===== config.mk =====
export PLATFORM = sky130hd
export DESIGN_NAME = approx_seq_divider
export DESIGN_NICKNAME = d
export VERILOG_FILES = /design/src/rtl/approx_seq_divider.sv
export SDC_FILE = /design/constraint.sdc
export NUM_CORES = 1
export LEC_CHECK = 0
export BUFFER_PORTS_ARGS = -buffer_cell sky130_fd_sc_hd__buf_2
export CORE_MARGIN = 8
export CORE_UTILIZATION = 51
export DETAILED_ROUTE_END_ITERATION = 10
export HOLD_SLACK_MARGIN = 0.12
export PLACE_DENSITY = 0.74
export SETUP_SLACK_MARGIN = 0.05
export SYNTH_ARGS = -nofsm -noshare
export SYNTH_HDL_FRONTEND = slang
export SYNTH_SLANG_ARGS = --single-unit

===== constraint.sdc =====
create_clock -name clk -period 2.58 [get_ports clk]
set_clock_uncertainty 0.15 [all_clocks]
set_input_delay 0.387 -clock clk [delete_from_list [all_inputs] [get_ports clk]]
set_output_delay 0.387 -clock clk [all_outputs]
set_load 0.01 [all_outputs]

===== src/rtl/approx_seq_divider.sv =====
// Sequential restoring divider (DW-bit dividend / VW-bit divisor), one quotient bit per cycle.
// Define DIV_APPROX_EN to skip the last APPROX_BITS iterations (approximate mode).
module approx_seq_divider #(
  parameter int unsigned DW          = 8,
  parameter int unsigned VW          = 4,
  parameter int unsigned APPROX_BITS = 2
) (
  input  logic          clk,
  input  logic          rst,
  input  logic          in_valid,
  output logic          in_ready,
  input  logic [DW-1:0] dividend,
  input  logic [VW-1:0] divisor,
  output logic          out_valid,
  input  logic          out_ready,
  output logic [DW-1:0] quotient,
  output logic [VW-1:0] remainder,
  output logic          div_by_zero
);

`ifdef DIV_APPROX_EN
  localparam int unsigned ITERS = DW - APPROX_BITS;
`else
  localparam int unsigned ITERS = DW;
`endif
  localparam int unsigned CW = $clog2(DW) + 1;

  if (APPROX_BITS >= DW || VW > DW) begin : g_bad_params
    $error("approx_seq_divider: need VW <= DW and APPROX_BITS < DW");
  end

  typedef enum logic [1:0] {
    IDLE,
    CALC,
    DONE
  } state_t;

  state_t        state, state_next;
  logic [DW-1:0] q;
  logic [VW-1:0] d;
  logic [VW:0]   r;
  logic [CW-1:0] cnt;

  logic [VW:0]   r_shift;
  logic [VW:0]   r_next;
  logic [DW-1:0] q_next;
  logic          ge;
  logic          last;

  assign in_ready  = (state == IDLE);
  assign out_valid = (state == DONE);

  // One restoring step; R keeps an extra bit so the compare cannot overflow.
  always_comb begin
    r_shift = {r[VW-1:0], q[DW-1]};
    ge      = (r_shift >= {1'b0, d});
    r_next  = ge ? (r_shift - {1'b0, d}) : r_shift;
    q_next  = {q[DW-2:0], ge};
    last    = (cnt == CW'(ITERS - 1));
  end

  always_ff @(posedge clk) begin
    if (rst) begin
      state <= IDLE;
    end else begin
      state <= state_next;
    end
  end

  always_comb begin
    state_next = state;
    case (state)
      IDLE: if (in_valid) state_next = (divisor == '0) ? DONE : CALC;
      CALC: if (last) state_next = DONE;
      DONE: if (out_ready) state_next = IDLE;
      default: state_next = IDLE;
    endcase
  end

  always_ff @(posedge clk) begin
    if (rst) begin
      q           <= '0;
      d           <= '0;
      r           <= '0;
      cnt         <= '0;
      quotient    <= '0;
      remainder   <= '0;
      div_by_zero <= 1'b0;
    end else begin
      case (state)
        IDLE: begin
          if (in_valid) begin
            q   <= dividend;
            d   <= divisor;
            r   <= '0;
            cnt <= '0;
            if (divisor == '0) begin
              quotient    <= '1;
              remainder   <= dividend[VW-1:0];
              div_by_zero <= 1'b1;
            end else begin
              div_by_zero <= 1'b0;
            end
          end
        end
        CALC: begin
          q   <= q_next;
          r   <= r_next;
          cnt <= cnt + 1'b1;
          if (last) begin
`ifdef DIV_APPROX_EN
            // Low ITERS bits of q_next hold the quotient of the truncated dividend;
            // the untouched dividend bits above them shift out, leaving zero fill.
            quotient <= q_next << APPROX_BITS;
`else
            quotient <= q_next;
`endif
            remainder <= r_next[VW-1:0];
          end
        end
        default: ;
      endcase
    end
  end

endmodule

==> run_results.csv <==
group,metric,value,unit
outcome,status,"finished clean",
hold_path,hold_path.class,"in2reg",
pwr,power_density,650,mW/mm2
cts,cts-root-buf,"clkbuf_4",
floorplan,rows,21,
global_route,antenna_found_initial,0,
routing,drc,0,
cts,cts_buffers,5,
worst_setup_path,crit_arrival,2150,ps
routing,drtIter0Drc,71,
routing,wl_per_cell,14.5,um
sta,relSlewSlack,0.636,
placed_design,io_buffers,30,
synth,synth_top_area_frac,0.412,
floorplan,boundaryPins,31,
placed_design,place_congestion,0.861,
synth,yosysUniqueCellTypes,42,
worst_setup_path,worstPathMaxFanout,6,
cells_and_area,final_cell_area,0.00201,mm2
global_route,use_met2,0.255,
worst_setup_path,worstSetupPathType,"reg2reg",
global_route,grt_use_total,0.161,
placed_design,dpl_worst_slack,513,ps
placed_design,placedInstanceArea,0.00190,mm2
cts,clock_sinks,35,
sta,fmax,490,MHz
cells_and_area,syn2layout_area_growth,18.2,%
placed_design,dpl.cell_count,263,
global_route,grt-busiest-layer,"met2",
synth,ys_seq_elements,35,
sta,rsz0062_at_grt,"no",
cts,clkLatencyLatePin,340,ps
pwr,p_sw,0.349,mW
cts,htree_levels,2,
pwr,p_total,1.31,mW
global_route,first_global_vias,1532,
global_route,grt_max_degree,23,
worst_setup_path,critPathLaunchType,"flip-flop",
floorplan,die_y,73.8,um
sta,setup_viol,0,
sta,post-route-min-period,2040,ps
global_route,gr-total-overflow,0,
sta,tightest_slew,543,ps
floorplan,dieArea,0.00544,mm2
flow_run,drv_cap,0,
sta,finalMaxSlewViolations,0,
floorplan,coreArea,0.00326,mm2
synth,synth-seq-area-share,0.412,
synth,synth-warning-count,0,
sta,fin_tns_setup,0,ps
synth,synthCells,192,
sta,holdWs,136,ps
pwr,power.share.combinational,0.167,
routing,num_vias,1498,
floorplan,die-width,73.8,um
cts,clk_pin_slew_worst_paths,110,ps
cells_and_area,n_fill_cell,307,
synth,syn_avg_cell_area,8.86,um2
cells_and_area,fin_nets,247,
hold_path,holdPathStages,3,
cts,cts_tree,"done",
routing,drt_first_pass_iters,4,
synth,syn_area,0.00170,mm2
worst_setup_path,end_kind,"flip-flop",
cells_and_area,fin_cells,272,
routing,viasPerCell,5.51,
pwr,clkPwrFrac,0.378,
cells_and_area,layout-drive-gt1-share,0.270,
cells_and_area,diodes,0,
synth,synthTopCellsByArea,"dfxtp_1 41%, nand2_1 7.1%, a311oi_2 4.4%",
routing,drt_wl_total,3.94,mm
pwr,intPower,0.959,mW
sta,hold_viol_final,0,
sta,setup_slack,538,ps
floorplan,initial_core_util,0.522,
worst_setup_path,required,2690,ps
pwr,pwr-share-seq,0.454,
synth,synth_top_cell_by_area,"dfxtp_1",
pwr,p_leak,0.814,nW
placed_design,hpwl,2.99,mm
worst_setup_path,r2r_cells,6,
global_route,use_met1,0.196,
pwr,peakVddDrop,0.609,mV
pwr,switching_share,0.267,
cells_and_area,post-route-util,0.618,
global_route,grt_pass1_wl,6.87,mm
cts,cts_buffer_depth,2,
routing,ant_nets,0,
synth,syn-num-nets,214,
sta,fin_crit_sh,0.791,
cts,post_cts_buffers,0,
global_route,grt_util_met3,0.0464,
==> final timing paths <==
| path | from | to | slack [ps] |
|---|---|---|---|
| worst max register to register | d[2]$_SDFFE_PP0P_ | remainder[0]$_SDFFE_PP0P_ | 540 |
| worst min register to register | div_by_zero$_SDFFE_PP0P_ | div_by_zero$_SDFFE_PP0P_ | 310 |
| worst max-delay path | d[2]$_SDFFE_PP0P_ | remainder[0]$_SDFFE_PP0P_ | 540 |
| worst min-delay path | divisor[0] | d[0]$_SDFFE_PP0P_ | 140 |
==> per-layer routing <==
metal | wire length, um | vias up
met3 | 235 | 5
met2 | 1750 | 35
met1 | 1900 | 700
li1 | - | 758
met4 | 55 | 0
met5 | 0 | -
==> sequential cells by signal, summed over array words and instances (netlist names) <==
| register | flops |
|---|---|
| quotient | 8 |
| cnt | 4 |
| d | 4 |
| remainder | 4 |
| div_by_zero | 1 |
| r | 4 |
| state | 2 |
| q | 8 |
==> placed cells by master, fill, tap and decap left out, types with 2 or more instances in the layout <==
master     instances
o221a_2            4
ha_1               5
a41oi_1            2
nand4_1            4
nand3b_1           2
o21ai_0            2
buf_4              6
nor2_1            19
buf_2             30
nand2_1           32
xor2_1             3
a311oi_2           5
nor3_1             3
a31oi_1            4
bufinv_16          2
nor2b_1            2
o211ai_1           3
a22oi_1            4
inv_1             11
a211oi_1           2
a311oi_1           6
a21boi_1           2
nand2b_1           2
clkbuf_4           5
a21oi_1           12
dfxtp_1           35
or4_4              2
==> power groups by stage <==
stage,Sequential (mW),Combinational [mW],Clock (mW)
after floorplan,0.598,0.163,0
after global placement,0.605,0.214,0
after detailed placement,0.606,0.217,0
after CTS,0.594,0.219,0.506
after global routing,0.598,0.248,0.527
final,0.594,0.219,0.495
==> cells in the mapped netlist (all sizes together) <==
| cell | instances |
|---|---|
| nand3b | 2 |
| nor3 | 3 |
| a31oi | 4 |
| a211oi | 2 |
| nand4 | 4 |
| ha | 5 |
| nor2b | 2 |
| o21ai | 3 |
| fa | 1 |
| a311oi | 11 |
| a22oi | 4 |
| o22ai | 1 |
| buf | 6 |
| clkbuf | 5 |
| nand2 | 32 |
| a21boi | 2 |
| inv | 11 |
| nand2b | 2 |
| a41oi | 2 |
| or4 | 3 |
| xor2 | 3 |
| a21o | 1 |
| or2 | 1 |
| o211ai | 4 |
| or3b | 1 |
| o221a | 4 |
| dfxtp | 35 |
| a2111o | 1 |
| a21oi | 13 |
| and3b | 1 |
| and2 | 1 |
| a2bb2oi | 1 |
| nand3 | 1 |
| nor3b | 1 |
| nor2 | 19 |
==> worst max-delay path: stages, from the launching register on <==
cell	delay [ps]
dfxtp_1	350
inv_1	60
ha_1	380
o21ai_1	100
and2_1	220
or4_1	440
a311oi_1	260
==> area by class of cell <==
class	count	area, um2	area share
clock inverter	3	67.6	0.0336
clock buffer	5	37.5	0.0187
inverter	11	41.3	0.0205
multi-input combinational	135	902	0.448
sequential	35	701	0.348
tap	46	57.6	0.0286
timing repair buffer	37	205	0.102
==> cell families (layout without fill, tap and decap cells) <==
family,count (synthesis),in the layout,share of synthesized area
buf+inv,22,56,0.0581
flops,35,35,0.412
compound gates,53,53,0.260
fa+ha+maj,6,6,0.0485
xor+xnor,3,3,0.0154
simple gates,73,73,0.207
==> timing repair <==
item,4_1_cts,5_1_grt
hold buffers,1,0
hold endpoints to repair,1,0
gates resized for setup,0,0
Note: power is estimated with default switching activity, not from simulation.
